[src/rtl/udma_pkg.sv]
// ============================================================================
// Module      : udma_pkg
// Description : Register map, CTRL bit index and watchdog state encoding for
//               hyper_evt_ctrl.
// Revision    : 1.0 - initial release
// ============================================================================
`default_nettype none

package udma_pkg;

  localparam logic [4:0] c_addr_pending = 5'h00;
  localparam logic [4:0] c_addr_mask    = 5'h01;
  localparam logic [4:0] c_addr_ctrl    = 5'h02;
  localparam logic [4:0] c_addr_count   = 5'h03;
  localparam logic [4:0] c_addr_timeout = 5'h04;

  localparam int c_ctrl_irq_mode = 0;

  typedef enum logic [1:0] {
    ST_IDLE    = 2'd0,
    ST_BUSY    = 2'd1,
    ST_EXPIRED = 2'd2
  } evt_state_e;

endpackage

`default_nettype wire

[src/rtl/hyper_evt_ctrl_if.sv]
// ============================================================================
// Module      : hyper_evt_ctrl_if
// Description : Single-cycle configuration bus between the host and
//               hyper_evt_ctrl.
// Revision    : 1.0 - initial release
// ============================================================================
`default_nettype none

interface hyper_evt_ctrl_if;
  logic [31:0] cfg_data_i;
  logic [4:0]  cfg_addr_i;
  logic        cfg_valid_i;
  logic        cfg_rwn_i;
  logic [31:0] cfg_data_o;
  logic        cfg_ready_o;

  modport master (
    output cfg_data_i, cfg_addr_i, cfg_valid_i, cfg_rwn_i,
    input  cfg_data_o, cfg_ready_o
  );

  modport slave (
    input  cfg_data_i, cfg_addr_i, cfg_valid_i, cfg_rwn_i,
    output cfg_data_o, cfg_ready_o
  );
endinterface

`default_nettype wire

[src/rtl/hyper_evt_timeout.sv]
// ============================================================================
// Module      : hyper_evt_timeout
// Description : Transfer watchdog; flags a timeout when a channel transfer
//               runs TIMEOUT cycles without an end-of-transfer event.
// Revision    : 1.0 - initial release
// ============================================================================
`default_nettype none

module hyper_evt_timeout
  import udma_pkg::*;
(
  input  logic        sys_clk_i,
  input  logic        rstn_i,
  input  logic [3:0]  evt_i,
  input  logic [15:0] timeout_i,
  input  logic        flag_clr_i,
  output logic        expire_o
);

  evt_state_e  r_state, w_state_next;
  logic [15:0] r_cyc_cnt, w_cyc_cnt_next;
  logic        w_start, w_eot;

  assign w_start = evt_i[0] | evt_i[1];
  assign w_eot   = evt_i[2] | evt_i[3];

  always_ff @(posedge sys_clk_i or negedge rstn_i) begin
    if (!rstn_i) begin
      r_state   <= ST_IDLE;
      r_cyc_cnt <= '0;
    end else begin
      r_state   <= w_state_next;
      r_cyc_cnt <= w_cyc_cnt_next;
    end
  end

  // A zero TIMEOUT disables expiry; EOT is checked first so it wins a tie.
  always_comb begin
    w_state_next   = r_state;
    w_cyc_cnt_next = r_cyc_cnt;
    expire_o       = 1'b0;
    case (r_state)
      ST_IDLE: begin
        if (w_start) begin
          w_state_next   = ST_BUSY;
          w_cyc_cnt_next = '0;
        end
      end
      ST_BUSY: begin
        if (w_eot) begin
          w_state_next = ST_IDLE;
        end else if ((timeout_i != '0) && (r_cyc_cnt == timeout_i)) begin
          w_state_next = ST_EXPIRED;
          expire_o     = 1'b1;
        end else begin
          w_cyc_cnt_next = r_cyc_cnt + 16'd1;
        end
      end
      ST_EXPIRED: begin
        if (w_eot || flag_clr_i) begin
          w_state_next = ST_IDLE;
        end
      end
      default: w_state_next = ST_IDLE;
    endcase
  end

endmodule

`default_nettype wire

[src/rtl/hyper_evt_ctrl.sv]
// ============================================================================
// Module      : hyper_evt_ctrl
// Description : Event pending/mask/counter block with interrupt generation for
//               the hyper macro. Optional watchdog: HYPER_EVT_TIMEOUT_EN.
// Revision    : 1.0 - initial release
// ============================================================================
`default_nettype none

module hyper_evt_ctrl
  import udma_pkg::*;
#(
  parameter int NB_EVT    = 4,
  parameter int CNT_WIDTH = 8
) (
  input  logic              sys_clk_i,
  input  logic              rstn_i,
  input  logic [NB_EVT-1:0] evt_i,
  hyper_evt_ctrl_if.slave   cfg,
  output logic              irq_o
);

  localparam int c_cnt_bits = NB_EVT * CNT_WIDTH;

  logic              w_wr, w_wr_pend, w_wr_mask, w_wr_ctrl, w_wr_cnt;
  logic [NB_EVT:0]   r_pending, r_mask, w_set, w_clr, w_pend_next;
  logic              r_irq_mode, r_irq, w_irq_next;
  logic              w_expire;
  logic [15:0]       w_timeout;
  logic [c_cnt_bits-1:0] w_cnt_flat;
  logic [31:0]       w_count32, w_rdata;
  logic              w_unused;

  assign w_wr      = cfg.cfg_valid_i & ~cfg.cfg_rwn_i;
  assign w_wr_pend = w_wr & (cfg.cfg_addr_i == c_addr_pending);
  assign w_wr_mask = w_wr & (cfg.cfg_addr_i == c_addr_mask);
  assign w_wr_ctrl = w_wr & (cfg.cfg_addr_i == c_addr_ctrl);
  assign w_wr_cnt  = w_wr & (cfg.cfg_addr_i == c_addr_count);
  assign w_unused  = &{1'b0, cfg.cfg_data_i};

  // Set after clear so a coincident event beats its W1C.
  assign w_clr       = w_wr_pend ? cfg.cfg_data_i[NB_EVT:0] : '0;
  assign w_set       = {w_expire, evt_i};
  assign w_pend_next = (r_pending & ~w_clr) | w_set;
  assign w_irq_next  = r_irq_mode ? |(w_set & r_mask) : |(w_pend_next & r_mask);

`ifdef HYPER_EVT_TIMEOUT_EN
  logic [15:0] r_timeout;

  always_ff @(posedge sys_clk_i or negedge rstn_i) begin
    if (!rstn_i) begin
      r_timeout <= 16'hFFFF;
    end else if (w_wr && (cfg.cfg_addr_i == c_addr_timeout)) begin
      r_timeout <= cfg.cfg_data_i[15:0];
    end
  end
  assign w_timeout = r_timeout;

  hyper_evt_timeout u_timeout (
    .sys_clk_i  (sys_clk_i),
    .rstn_i     (rstn_i),
    .evt_i      (evt_i[3:0]),
    .timeout_i  (r_timeout),
    .flag_clr_i (w_clr[NB_EVT]),
    .expire_o   (w_expire)
  );
`else
  assign w_timeout = '0;
  assign w_expire  = 1'b0;
`endif

  always_ff @(posedge sys_clk_i or negedge rstn_i) begin
    if (!rstn_i) begin
      r_pending  <= '0;
      r_mask     <= '0;
      r_irq_mode <= 1'b0;
      r_irq      <= 1'b0;
    end else begin
      r_pending <= w_pend_next;
      r_irq     <= w_irq_next;
      if (w_wr_mask) r_mask     <= cfg.cfg_data_i[NB_EVT:0];
      if (w_wr_ctrl) r_irq_mode <= cfg.cfg_data_i[c_ctrl_irq_mode];
    end
  end

  for (genvar k = 0; k < NB_EVT; k++) begin : g_cnt
    logic [CNT_WIDTH-1:0] r_cnt;

    always_ff @(posedge sys_clk_i or negedge rstn_i) begin
      if (!rstn_i) begin
        r_cnt <= '0;
      end else if (w_wr_cnt) begin
        r_cnt <= evt_i[k] ? CNT_WIDTH'(1) : '0;
      end else if (evt_i[k] && (r_cnt != '1)) begin
        r_cnt <= r_cnt + CNT_WIDTH'(1);
      end
    end
    assign w_cnt_flat[k*CNT_WIDTH +: CNT_WIDTH] = r_cnt;
  end

  if (c_cnt_bits >= 32) begin : g_cnt_wide
    assign w_count32 = w_cnt_flat[31:0];
  end else begin : g_cnt_narrow
    assign w_count32 = {{(32-c_cnt_bits){1'b0}}, w_cnt_flat};
  end

  always_comb begin
    w_rdata = '0;
    case (cfg.cfg_addr_i)
      c_addr_pending: w_rdata[NB_EVT:0]      = r_pending;
      c_addr_mask:    w_rdata[NB_EVT:0]      = r_mask;
      c_addr_ctrl:    w_rdata[c_ctrl_irq_mode] = r_irq_mode;
      c_addr_count:   w_rdata                = w_count32;
      c_addr_timeout: w_rdata[15:0]          = w_timeout;
      default:        w_rdata                = '0;
    endcase
  end

  assign cfg.cfg_data_o  = w_rdata;
  assign cfg.cfg_ready_o = 1'b1;
  assign irq_o           = r_irq;

endmodule

`default_nettype wire

[src/flat_wrapper.sv]
// flat-port wrapper written by rule: the top's interface ports become plain ports
module hyper_evt_ctrl_flat import udma_pkg::*;
#(
  parameter int NB_EVT    = 4,
  parameter int CNT_WIDTH = 8
)
  (sys_clk_i, rstn_i, evt_i, irq_o, cfg_cfg_data_i, cfg_cfg_addr_i, cfg_cfg_valid_i, cfg_cfg_rwn_i, cfg_cfg_data_o, cfg_cfg_ready_o);
  hyper_evt_ctrl_if cfg_i ();
  input  logic sys_clk_i;
  input  logic rstn_i;
  input  logic [NB_EVT-1:0] evt_i;
  output logic irq_o;
  input wire logic [$bits(cfg_i.cfg_data_i)-1:0] cfg_cfg_data_i;
  input wire logic [$bits(cfg_i.cfg_addr_i)-1:0] cfg_cfg_addr_i;
  input wire logic [$bits(cfg_i.cfg_valid_i)-1:0] cfg_cfg_valid_i;
  input wire logic [$bits(cfg_i.cfg_rwn_i)-1:0] cfg_cfg_rwn_i;
  output wire logic [$bits(cfg_i.cfg_data_o)-1:0] cfg_cfg_data_o;
  output wire logic [$bits(cfg_i.cfg_ready_o)-1:0] cfg_cfg_ready_o;
  assign cfg_i.cfg_data_i = cfg_cfg_data_i;
  assign cfg_i.cfg_addr_i = cfg_cfg_addr_i;
  assign cfg_i.cfg_valid_i = cfg_cfg_valid_i;
  assign cfg_i.cfg_rwn_i = cfg_cfg_rwn_i;
  assign cfg_cfg_data_o = cfg_i.cfg_data_o;
  assign cfg_cfg_ready_o = cfg_i.cfg_ready_o;
  hyper_evt_ctrl #(.NB_EVT(NB_EVT), .CNT_WIDTH(CNT_WIDTH)) u_core (.sys_clk_i(sys_clk_i), .rstn_i(rstn_i), .evt_i(evt_i), .cfg(cfg_i), .irq_o(irq_o));
endmodule
[config.mk]
export PLATFORM = sky130hd
export DESIGN_NAME = hyper_evt_ctrl_flat
export DESIGN_NICKNAME = d
export VERILOG_FILES = /design/src/rtl/udma_pkg.sv /design/src/rtl/hyper_evt_ctrl_if.sv /design/src/rtl/hyper_evt_timeout.sv /design/src/rtl/hyper_evt_ctrl.sv /design/src/flat_wrapper.sv
export SDC_FILE = /design/constraint.sdc
export NUM_CORES = 1
export LEC_CHECK = 0
export CORE_ASPECT_RATIO = 0.5
export CORE_MARGIN = 2
export CORE_UTILIZATION = 45
export DETAILED_ROUTE_END_ITERATION = 16
export PLACE_DENSITY_LB_ADDON = 0.1
export RECOVER_POWER = 50
export SKIP_CTS_REPAIR_TIMING = 1
export SYNTH_ARGS = -nofsm -noshare
export SYNTH_HDL_FRONTEND = slang
export SYNTH_SLANG_ARGS = --single-unit
[constraint.sdc]
create_clock -name sys_clk_i -period 3.5 [get_ports sys_clk_i]
set_clock_uncertainty 0.15 [all_clocks]
set_input_delay 0.525 -clock sys_clk_i [delete_from_list [all_inputs] [get_ports sys_clk_i]]
set_output_delay 0.525 -clock sys_clk_i [all_outputs]
set_load 0.03 [all_outputs]
==> results_dict.tcl <==
set metrics [dict create \
    outcome "complete, but fails checks" \
    failed_checks "max-capacitance violations, max-slew violations" \
    syn_area_per_cell_sq_um 9.37 \
    reg2regPathDepth 5 \
    clk-insertion-delay-late_ns 0.28 \
    drt_wl_total_mm 6.34 \
    final_core_util_pct 59.3 \
    syn_inst 284 \
    drive_gt1_share_pct 15.6 \
    post_drt_wl_per_cell_um 15.6 \
    grt_max_degree 45 \
    cts.root.buffer_cell "clkbuf_16" \
    power_uw 1800 \
    rsz0062_at_grt "false" \
    fin_cells 407 \
    critPathSlowestCell "clkdlybuf4s50_1" \
    crit_top_cell "clkdlybuf4s50_1" \
    r2r_start "u_core.g_cnt[1].r_cnt[0]$_DFFE_PN0P_" \
    path_buf_inv 2 \
    critPathArrivalTime_ns 2.54 \
    grt.overflow.total 0 \
    drc 0 \
    cts.htree.levels 2 \
    rows 19 \
    period_share_pct 91.8 \
    synthArstFlopShare_pct 100 \
    report.final.setup_viol 0 \
    slew_headroom_pct -60.6 \
    antenna_found_initial 0 \
    path_class "in2out" \
    syn_area_sq_um 2660 \
    cts.sinks 44 \
    num_vias 2317 \
    finalCriticalPeriod_ns 3.21 \
    start_kind "primary input" \
    vdd_ir_drop_max_uv 257 \
    synth_edf_count 0 \
    cp.required_ns 2.82 \
    antennaDiodeCount 0 \
    dp.cells 401 \
    r2r_end "u_core.g_cnt[1].r_cnt[3]$_DFFE_PN0P_" \
    place.gp.congestion 0.854 \
    tightestPinTransition_ns 2.41 \
    nFillCells 521 \
    yosysWarnings 0 \
    hold_path.class "reg2reg" \
    numPortBuffers 50 \
    maxCapViolations 1 \
    p_per_area_nw_per_um2 544 \
    routed_via_density 5.69 \
    critPathTopFamily "buffers and inverters" \
    grt_pass1_wl_mm 10.9 \
    top_level_ports 79 \
    synth-main-ff-cell "dfrtp_1" \
    post-route-worst-setup-slack_ns 0.288 \
    clockBufferDepth 2 \
    start_util_pct 47.6 \
    clk_pin_slew_ns 0.06 \
    r2r_slack_ns 1.72 \
    hold_path_depth 1 \
    synth_nets 333 \
    final_nets 384 \
    worstSetupEndpointType "primary output" \
    drt-initial-drc-count 147 \
    path_max_fanout 11 \
    tns_ns 0 \
    crit_path_cell_trace "clkdlybuf4s50_1, or3_1, nor3_1, clkdlybuf4s50_1" \
    chipWidth_um 113 \
    drtAntennaViolNets 0 \
    die_area_sq_um 6580 \
    clock.fmax_ghz 0.311 \
    hold_viol 0 \
    p_leak_uw 0.00143 \
    dr.pass1.iters 4 \
    place_ws_ns 0.431 \
    ys_seq_elements 44 \
    die_h_um 58.4 \
    worstHoldEndpoint "u_core.r_pending[2]$_DFF_PN0_" \
    numCtsBuffers 5 \
    syn2layout_area_growth_pct 24.5 \
    drv_slew 45 \
    grt_pass1_vias 2246 \
    dpl.hpwl_mm 4.63 \
    core_area_sq_um 5590 \
    min-delay-start "u_core.r_pending[2]$_DFF_PN0_" \
    seq_area_frac_synth_pct 41.4 \
    ys_types 53 \
    track_usage_pct 20.8 \
    max_stage_delay_ns 0.70 \
    tritoncts "built" \
]
## worst reg2reg max path: stages (launching register included)
cell and delay, ns:
dfrtp_1 0.44, ha_1 0.26, and2_1 0.20, a41o_1 0.32
o21ai_0 0.18, a21oi_1 0.09
## registers in the layout (all words and copies together), names as in the netlist
name / flops
u_core.g_cnt.r_cnt: 32
u_core.r_mask: 5
u_core.r_pending: 5
u_core.irq_o: 1
u_core.r_irq_mode: 1
## cell type report
| type | instances | area (sq um) | area share [%] |
|---|---|---|---|
| multi-input combinational | 217 | 1450 | 43.7 |
| sequential | 44 | 1100 | 33.2 |
| timing repair buffer | 57 | 479 | 14.5 |
| clock buffer | 5 | 125 | 3.78 |
| tap | 73 | 91.3 | 2.76 |
| inverter | 10 | 37.5 | 1.13 |
| clock inverter | 1 | 30.0 | 0.906 |
## stage by stage
step	area, sq um	hold WS, ns
5_1_grt	3310	0.389
3_5_place_dp	3180	0.340
6_report	3310	0.355
2_1_floorplan	2660	0.0794
4_1_cts	3330	0.311
3_3_place_gp	3180	0.331
## synth_stat cells, types with 3 or more instances
master	n	area, sq um
a31oi_1	9	56.3
a41oi_1	3	26.3
a211oi_1	4	30.0
o211ai_1	3	22.5
o21ai_0	10	50.1
nand3b_1	3	22.5
dfrtp_1	44	1100
xnor2_1	7	61.3
or3_1	5	31.3
inv_1	10	37.5
and2_1	30	188
nor3_1	9	45.0
ha_1	4	50.1
a21oi_1	15	75.1
mux2_2	5	56.3
buf_2	3	15.0
and3_1	5	31.3
nand2_1	15	56.3
and4_1	4	35.0
mux2i_1	9	90.1
nand3_1	9	45.0
nand4_1	5	31.3
nand3_2	3	30.0
clkbuf_1	7	26.3
nor2_1	26	97.6
## how the worst max path moves through the flow
stage                            startpoint                  to  slack, ns  depth (start not counted)
after floorplan           cfg_cfg_addr_i[4]  cfg_cfg_data_o[20]       1.08                          3
after global placement    cfg_cfg_addr_i[0]   cfg_cfg_data_o[2]       0.44                          7
after detailed placement  cfg_cfg_addr_i[4]  cfg_cfg_data_o[23]       0.43                          4
after CTS                 cfg_cfg_addr_i[1]   cfg_cfg_data_o[4]       0.42                          5
after global routing      cfg_cfg_addr_i[4]  cfg_cfg_data_o[23]       0.19                          4
final                     cfg_cfg_addr_i[4]  cfg_cfg_data_o[23]       0.29                          4
## power breakdown
group | leakage (uW) | internal (uW) | switching (uW)
Combinational | 0.000819 | 204 | 237
Sequential | 0.000538 | 660 | 190
Clock | 0.0000757 | 329 | 183
## per-layer routing
metal,wire length (um),GRT usage [%]
met1,3080,29.7
met2,2960,34.0
met3,278,4.43
met4,22,2.79
met5,0,0
## cells by family after synthesis
logic type,count (synthesis),synth area share (%)
xor gates and xnor gates,9,2.96
DFF,44,41.4
AOI/OAI and AO/OA,60,15.3
adders and majority gates,4,1.88
buffers and inverters,23,3.81
other,1,0.141
and+or+nand+nor,127,27.8
muxes,16,6.77
## layout by cell type, fill, tap and decap left out, drive strengths merged, types with 2 or more instances in the layout
master	Yosys	final
a211oi	4	4
a21o	2	2
a21oi	15	15
a31oi	9	9
a41o	2	2
a41oi	3	3
and2	30	30
and3	5	5
and4	4	4
buf	6	29
clkbuf	7	8
clkdlybuf4s50	0	24
dfrtp	44	44
ha	4	4
inv	10	10
mux2	6	6
mux2i	9	9
nand2	15	15
nand2b	2	2
nand3	12	12
nand3b	4	4
nand4	5	5
nor2	29	29
nor3	10	10
o2111ai	2	2
o211ai	3	3
o21ai	10	10
o31ai	2	2
o41ai	2	2
or3	7	7
or4	2	2
xnor2	7	7
xor2	2	2
Power figures use the tool's default switching activity.
